### src/rtl/out_port_arbiter.sv
// Round-robin, packet-granular scheduler sharing one byte-wide output port
// between NUM_SRC sources through a one-entry output holding register.
module out_port_arbiter #(
  parameter int NUM_SRC = 4,
  parameter int DW      = 8,
  parameter int CNT_W   = 16,
  localparam int GW     = $clog2(NUM_SRC)
) (
  input  logic                  clk,
  input  logic                  rst_n,
  input  logic [NUM_SRC-1:0]    src_valid,
  input  logic [NUM_SRC*DW-1:0] src_data,
  input  logic [NUM_SRC-1:0]    src_last,
  output logic [NUM_SRC-1:0]    src_ack,
  output logic [DW-1:0]         port_out,
  output logic                  port_ready,
  input  logic                  port_read,
  output logic [GW-1:0]         grant_id,
  output logic                  busy,
  output logic [CNT_W-1:0]      pkt_count
);

  typedef enum logic {IDLE, XFER} state_t;

  state_t           r_state;
  state_t           w_state_next;
  logic [GW-1:0]    r_grant;
  logic [GW-1:0]    r_last_grant;
  logic [DW-1:0]    r_port_out;
  logic             r_port_ready;
  logic [CNT_W-1:0] r_pkt_count;

  logic             w_can_load;
  logic             w_ack;
  logic             w_req_found;
  logic [GW-1:0]    w_req_sel;
  logic [GW-1:0]    w_scan_idx;
  logic [DW-1:0]    w_lane_data [NUM_SRC];

  generate
    for (genvar gi = 0; gi < NUM_SRC; gi++) begin : g_lane
      assign w_lane_data[gi] = src_data[gi*DW +: DW];
      assign src_ack[gi]     = w_ack && (r_grant == GW'(gi));
    end
  endgenerate

  assign w_can_load = !r_port_ready || port_read;
  assign w_ack      = (r_state == XFER) && src_valid[r_grant] && w_can_load;

  // Scan starts one past the last packet's owner so every source gets a turn.
  always_comb begin
    w_req_found = 1'b0;
    w_req_sel   = r_last_grant;
    w_scan_idx  = r_last_grant;
    for (int k = 0; k < NUM_SRC; k++) begin
      w_scan_idx = (w_scan_idx == GW'(NUM_SRC - 1)) ? '0 : w_scan_idx + GW'(1);
      if (!w_req_found && src_valid[w_scan_idx]) begin
        w_req_found = 1'b1;
        w_req_sel   = w_scan_idx;
      end
    end
  end

  always_comb begin
    w_state_next = r_state;
    case (r_state)
      IDLE:    if (w_req_found) w_state_next = XFER;
      XFER:    if (w_ack && src_last[r_grant]) w_state_next = IDLE;
      default: w_state_next = IDLE;
    endcase
  end

  always_ff @(posedge clk) begin
    if (!rst_n) begin
      r_state      <= IDLE;
      r_grant      <= '0;
      r_last_grant <= GW'(NUM_SRC - 1);
      r_port_out   <= '0;
      r_port_ready <= 1'b0;
      r_pkt_count  <= '0;
    end else begin
      r_state <= w_state_next;
      if (r_state == IDLE && w_req_found)
        r_grant <= w_req_sel;
      // A load may coincide with a pop, keeping one byte per cycle.
      if (w_ack) begin
        r_port_out   <= w_lane_data[r_grant];
        r_port_ready <= 1'b1;
      end else if (r_port_ready && port_read) begin
        r_port_ready <= 1'b0;
      end
      if (w_ack && src_last[r_grant]) begin
        r_last_grant <= r_grant;
        r_pkt_count  <= r_pkt_count + CNT_W'(1);
      end
    end
  end

  assign port_out   = r_port_out;
  assign port_ready = r_port_ready;
  assign grant_id   = r_grant;
  assign busy       = (r_state == XFER);
  assign pkt_count  = r_pkt_count;

endmodule

### config.mk
export PLATFORM = sky130hd
export DESIGN_NAME = out_port_arbiter
export DESIGN_NICKNAME = d
export VERILOG_FILES = /design/src/rtl/out_port_arbiter.sv
export SDC_FILE = /design/constraint.sdc
export NUM_CORES = 1
export LEC_CHECK = 0
export CAP_MARGIN = 20
export CORE_MARGIN = 8
export CORE_UTILIZATION = 40
export CTS_CLUSTER_SIZE = 25
export DETAILED_ROUTE_END_ITERATION = 7
export HOLD_SLACK_MARGIN = 0.08
export MAX_ROUTING_LAYER = met4
export PLACE_DENSITY = 0.8
export SLEW_MARGIN = 30
export SYNTH_ARGS = -nofsm -noshare
export SYNTH_HDL_FRONTEND = slang
export SYNTH_SLANG_ARGS = --single-unit
### constraint.sdc
create_clock -name clk -period 2.5 [get_ports clk]
set_clock_uncertainty 0.1 [all_clocks]
set_input_delay 0.5 -clock clk [delete_from_list [all_inputs] [get_ports clk]]
set_output_delay 0.5 -clock clk [all_outputs]
set_load 0.05 [all_outputs]
==> results by group, run 1 <==
Run status
  – Run status: completed

Power and ir drop
  – Combinational share of power: 29.9%
  – Sequential share of power: 35.9%
  – Overall power: 0.00146 W
  – Peak supply drop: 280 µV
  – Sw Ratio: 28.7%
  – Sw Pwr: 0.000417 W
  – Internal power: 0.00104 W
  – Clock share of power: 34.2%
  – Power per cell area: 536 nW/µm²
  – Leakage: 1.03 nW

Critical path
  – Critical path class: in -> out
  – Worst setup EP type: primary output
  – CP arrival: 1.76 ns
  – Required time worst endpoint: 1.90 ns
  – Internal reg-to-reg setup slack: 0.41 ns
  – Reg2reg start: grant_id[0]
  – Crit start category: input pin
  – CP max FO: 4
  – R2R Path End: pkt_count[2]
  – Worst Reg-to-Reg Cells: 8

Synthesis
  – EDFF count, synth: 0
  – Synthesized area: 1640 µm²
  – Synth top area share: 36.7%
  – Sequential area share after synthesis: 36.7%
  – Post-Syn Nets: 225
  – Cells after Synth: 180
  – Ys Warns: 0
  – FF+latch count, synth: 30
  – Ys flop type: dfxtp_1
  – Mapped Avg Cell Area: 9.10 µm²
  – Post-synth cell types: 34
  – Most frequent cell after synthesis: dfxtp_1
  – Most instantiated cells after synthesis: dfxtp_1 (30), nor2_1 (28), a21oi_1 (12), mux2i_1 (11)
  – Ranking of synthesized cells by area: dfxtp_1 (37%), mux4_2 (14%), mux2i_1 (6.7%)
  – Synth area leader: dfxtp_1
  – Post-synth ARST share: 0%

Timing
  – Fmax achieved: 424 MHz
  – Final Hold Viols: 0
  – Final WS setup: 0.143 ns
  – Worst slew margin: 46.3%
  – Finish-stage setup viols: 0
  – Sum Neg Setup Slack: 0 ns
  – Crit path time final: 2.36 ns
  – RSZ-0062 raised after global routing: false
  – Slew @ Worst Pin: 0.805 ns
  – Period utilization: 94.3%
  – Slew Viols, Final: 0

Die
  – Die area: 6400 µm²
  – I/O pins: 75
  – Core box area: 3970 µm²
  – Die height: 80.0 µm
  – Die Span X: 80.0 µm
  – Rows: 23
  – Initial Utilization: 41.2%

Route
  – ANT nets after route: 0
  – First-pass DRT Iterations: 4
  – Via density: 5.30
  – Final WL: 5200 µm
  – 1st-iter DRT viols: 94
  – Vias: 1663
  – DRC errors left: 0
  – WL/cell: 16.6 µm

Placement
  – Buffers on Ports: 74
  – Dpl hpwl: 4100 µm
  – DP Worst Slack: -0.143 ns
  – GPL Wtd Cong: 0.922

Clock network
  – Reg clk slew, reported paths: 0.06 ns
  – CTS tree: done
  – H-tree depth: 2
  – Root Buffer: clkbuf_8
  – Clock buffer depth: 2
  – Clock Sinks: 30
  – CTS buffer count: 5
  – Worst-Skew Late Latency: 0.28 ns

Global routing
  – Largest net degree at the start of global routing: 26
  – Global route overflow: 0
  – GRT Util Overall: 17.7%
  – Initial antenna violation count: 0
  – Vias in the first global route: 1736
  – First-pass GRT wire length: 8720 µm

Hold path
  – Worst Hold Depth: 2
  – Hold crit path type: reg -> reg
  – Hold_sp: r_last_grant[1]
  – Worst hold path endpoint: r_last_grant[1]

Cells and area
  – Nets@finish: 309
  – Share of cells above drive strength 1: 17.0%
  – Area added between synthesis and finish: 65.9%
  – Antenna diodes: 0

Run
  – Max-Cap Viols: 0
==> area by class of cell <==
cell class,count,area (µm²)
multi-input combinational,132,998
fill,317,1250
clock buffer,6,82.6
timing repair buffer,89,920
inverter,6,22.5
sequential,30,601
tap,50,62.6
clock inverter,1,30.0
==> cells in the final DEF, fill, tap and decap left out, drive strengths merged <==
| cell | n |
|---|---|
| clkdlybuf4s50 | 64 |
| dfxtp | 30 |
| nor2 | 28 |
| buf | 21 |
| a21oi | 12 |
| mux2i | 11 |
| mux4 | 10 |
| xnor2 | 10 |
| nand2 | 9 |
| o21ai | 9 |
| nand3 | 9 |
| inv | 6 |
| clkbuf | 6 |
| nor3 | 6 |
| nor4 | 5 |
| nand4 | 4 |
| or3 | 3 |
| ha | 2 |
| dlygate4sd2 | 2 |
| dlymetal6s2s | 2 |
| nand2b | 2 |
| nor3b | 1 |
| nand3b | 1 |
| and3 | 1 |
| nor2b | 1 |
| o31a | 1 |
| or4 | 1 |
| o211ai | 1 |
| o31ai | 1 |
| xor2 | 1 |
| o22ai | 1 |
| a2111oi | 1 |
| a31oi | 1 |
| bufinv | 1 |
==> how the worst max path moves through the flow <==
| stage | from | to | slack [ns] | cells after the start |
|---|---|---|---|---|
| 2_1_floorplan | grant_id[1] | src_ack[2] | -0.05 | 5 |
| 3_3_place_gp | src_valid[0] | src_ack[2] | -0.09 | 6 |
| 3_5_place_dp | src_valid[0] | src_ack[2] | -0.14 | 6 |
| 4_1_cts | src_valid[1] | src_ack[2] | 0.007 | 6 |
| 5_1_grt | src_valid[0] | src_ack[2] | 0.05 | 6 |
| 6_report | port_read | src_ack[2] | 0.14 | 6 |
==> timing repair <==
item,CTS,global route
setup buffers,2,0
cloned,0,0
endpoints found under the setup margin,2,2
resized for setup,4,3
pin swaps,1,1
hold endpoints to repair,0,0
hold buffers,0,0
==> layer usage <==
layer	wire length [µm]	part of all wire [%]	GRT usage, %
met1	2090	40	18.5
met2	2750	53	31.3
met5	0	0	-
met3	252	4.8	3.72
met4	111	2.1	7.45
==> per-stage QoR <==
| step | utilization, % | std cells | hold slack, ns | area [µm²] |
|---|---|---|---|---|
| 5_1_grt | 68.4 | 314 | 0.419 | 2720 |
| 4_1_cts | 68.2 | 314 | 0.390 | 2710 |
| 6_report | 68.4 | 314 | 0.385 | 2720 |
| 3_3_place_gp | 64.8 | 305 | 0.370 | 2570 |
| 2_1_floorplan | - | 180 | 0.348 | 1680 |
| 3_5_place_dp | 64.8 | 305 | 0.373 | 2570 |
==> power by group through the flow <==
stage | logic (W) | registers [W] | clock network, W
floorplan | 0.000185 | 0.000592 | 0
global placement | 0.000417 | 0.000531 | 0
detailed placement | 0.000428 | 0.000532 | 0
CTS | 0.000438 | 0.000521 | 0.000505
global route | 0.000464 | 0.000525 | 0.000527
finish | 0.000435 | 0.000522 | 0.000498
==> state kept, by name, summed over array words and instances (netlist names) <==
register / cells
port_ready: 1
busy: 1
port_out: 8
r_last_grant: 2
pkt_count: 16
grant_id: 2
==> kinds of logic (layout without fill, tap and decap cells) <==
kind of cell               Yosys count  in the layout  synth area share (%)
DFF                                 30             30                  36.7
and+or+nand+nor                     71             71                  20.9
adders and majority gates            2              2                  1.53
AOI/OAI and AO/OA                   27             27                  9.17
buffers and inverters               18            102                  5.35
xor gates and xnor gates            11             11                  5.88
muxes                               21             21                  20.5
==> critical path, stage by stage <==
cell and delay (ns):
clkdlybuf4s50_1 0.45, nand2b_2 0.16, nand3_2 0.09, buf_6 0.16, nor3b_4 0.23, buf_12 0.17
(Power assumes the default switching activity.)
==> run 2: changes to the inputs <==
- CORE_MARGIN: 8 -> 4
- CORE_UTILIZATION: 40 -> 41
- PLACE_DENSITY: 0.8 -> 0.9
==> run 2 against run 1 <==
Against the previous run: critical path depth did not move; final area fell by 0.60%; wire length fell by 11%; sequential power fell by 1%; global-route usage rose by 1.5 points; utilization rose by 3.2 points; power fell by 7.7%.
==> results by group, run 2 (synthesis results as in run 1) <==
Run status
  – Run status: completed

Critical path
  – Slowest cell on crit path: clkdlybuf4s50_1
  – Critical path's top delay family: buffers and inverters
  – CP max stage delay: 0.45 ns
  – Worst Setup SP: port_read
  – Worst setup EP type: primary output
  – Worst Reg-to-Reg Cells: 8
  – Required time worst endpoint: 1.90 ns
  – Critical path class: in -> out
  – WP depth: 6
  – CP arrival: 1.82 ns
  – Critical path capture point: src_ack[2]
  – R2R Path End: pkt_count[10]
  – Buffer and inverter count on the worst path: 3
  – Crit start category: input pin
  – Worst-path cell chain: clkdlybuf4s50_1 -> nand2b_1 -> nand3_2 -> buf_6 -> nor3b_4 -> buf_12
  – Internal reg-to-reg setup slack: 0.46 ns
  – CP max FO: 5
  – Reg2reg start: grant_id[0]

Placement
  – Dpl hpwl: 3580 µm
  – DP Worst Slack: 0.000670 ns
  – Buffers on Ports: 74
  – DP Area: 2580 µm²
  – Cells after DPL: 306
  – GPL Wtd Cong: 0.792

Route
  – First-pass DRT Iterations: 4
  – Via density: 5.30
  – 1st-iter DRT viols: 95
  – Final WL: 4630 µm
  – WL/cell: 14.7 µm
  – DRC errors left: 0
  – ANT nets after route: 0
  – Vias: 1669

Hold path
  – Hold crit path type: reg -> reg

Die
  – Rows: 22
  – Initial Utilization: 43.4%
  – Die Span X: 71.2 µm
  – Die area: 5070 µm²
  – Core box area: 3770 µm²
  – Die height: 71.2 µm
  – I/O pins: 75

Clock network
  – Cts hold-fix bufs: 0
  – Clock Sinks: 30
  – Clock buffer depth: 2
  – CTS tree: done
  – H-tree depth: 2
  – Worst-Skew Late Latency: 0.27 ns
  – CTS buffer count: 5
  – Reg clk slew, reported paths: 0.06 ns
  – Root Buffer: clkbuf_8

Power and ir drop
  – Power per cell area: 498 nW/µm²
  – Leakage: 1.04 nW
  – Peak supply drop: 326 µV

Run
  – Max-Cap Viols: 0

Cells and area
  – Largest register FFs: 16
  – Nets@finish: 311
  – Fin area: 2700 µm²
  – Area added between synthesis and finish: 64.9%
  – Most frequent cells in the layout: clkdlybuf4s50_1 (64), dfxtp_1 (30), nor2_1 (27)
  – Share of cells above drive strength 1: 17.2%
  – Antenna diodes: 0
  – Fin cells: 315
  – Register Area: 601 µm²
  – Multi-input logic area: 996 µm²
  – Commonest non-fill, non-tap cell in the layout: clkdlybuf4s50_1
  – FILL cells: 260

Timing
  – Worst slew margin: 50.2%
  – Slew @ Worst Pin: 0.746 ns
  – Fmax achieved: 413 MHz
  – RSZ-0062 raised after global routing: false
  – Final Hold Viols: 0
  – Final WS setup: 0.0793 ns
  – Slew Viols, Final: 0
  – WHS: 0.392 ns
  – Period utilization: 96.8%
  – Crit path time final: 2.42 ns
  – Finish-stage setup viols: 0

Global routing
  – Vias in the first global route: 1668
  – Global route overflow: 0
  – Largest net degree at the start of global routing: 26
  – First-pass GRT wire length: 7520 µm
  – Initial antenna violation count: 0
  – GRT Util Overall: 19.2%
run 2: cell count changes in the layout (fill, tap and decap cells not counted), sizes merged:
cell          before  now
buf               21   23
dlygate4sd2        2    0
dlymetal6s2s       2    4
bufinv             1    0
clkbuf             6    7
clkinv             0    1
run 2: area by class of cell:
type,instances,area share [%]
multi-input cells,132,36.9
repair buffers,91,34.4
flip-flops and latches,30,22.2
clock buffers,7,3.20
well taps,48,2.22
inverters,6,0.834
clock inverters,1,0.185
run 2: how the worst min path moves through the flow:
| stage | cells after the start | to | slack [ns] | start |
|---|---|---|---|---|
| after floorplan | 2 | r_last_grant[1] | 0.35 | r_last_grant[1] |
| after global placement | 2 | r_last_grant[1] | 0.37 | r_last_grant[1] |
| after detailed placement | 2 | r_last_grant[1] | 0.38 | r_last_grant[1] |
| after CTS | 2 | r_last_grant[1] | 0.40 | r_last_grant[1] |
| after global routing | 2 | port_out[5] | 0.42 | port_out[5] |
| final | 2 | port_out[6] | 0.39 | port_out[6] |
run 2: report_power, final:
part / switching (W) / internal [W] / leakage, nW / total, W
clock network: 0.000167 / 0.000221 / 0.0482 / 0.000388
logic: 0.000219 / 0.000220 / 0.745 / 0.000439
registers: 0.0000156 / 0.000501 / 0.244 / 0.000516
total: 0.000402 / 0.000942 / 1.04 / 0.00134
run 2: timing repair:
item	CTS	global route
endpoints found under the setup margin	1	2
gates cloned	0	0
buffers inserted	0	1
gates resized for setup	0	6
pin swaps	1	1
run 2: routing by layer:
metal | GRT usage (%) | share of wire (%) | up-vias
met5 | - | 0 | -
li1 | - | - | 818
met2 | 34.0 | 52 | 62
met1 | 20.3 | 39 | 781
met3 | 6.11 | 6.7 | 8
met4 | 5.64 | 1.4 | 0
run 2: metrics by stage:
| step | power (W) | util, % | TNS [ns] |
|---|---|---|---|
| 2_1_floorplan | 0.000777 | - | -0.0630 |
| 3_3_place_gp | 0.000950 | 68.5 | 0 |
| 3_5_place_dp | 0.000960 | 68.5 | 0 |
| 4_1_cts | 0.00135 | 70.9 | 0 |
| 5_1_grt | 0.00141 | 71.6 | 0 |
| 6_report | 0.00134 | 71.6 | 0 |
run 2: worst min-delay path, cell delays in order, from the launching register on:
cell,delay [ns]
dfxtp_1,0.32
mux2i_1,0.07
nor2_1,0.07
==> run 3: changes to the inputs <==
- ABC_CLOCK_PERIOD_IN_PS: unset -> 2500
==> results of run 3 <==
The final DEF is identical to that of run 2; final timing and power are the same.
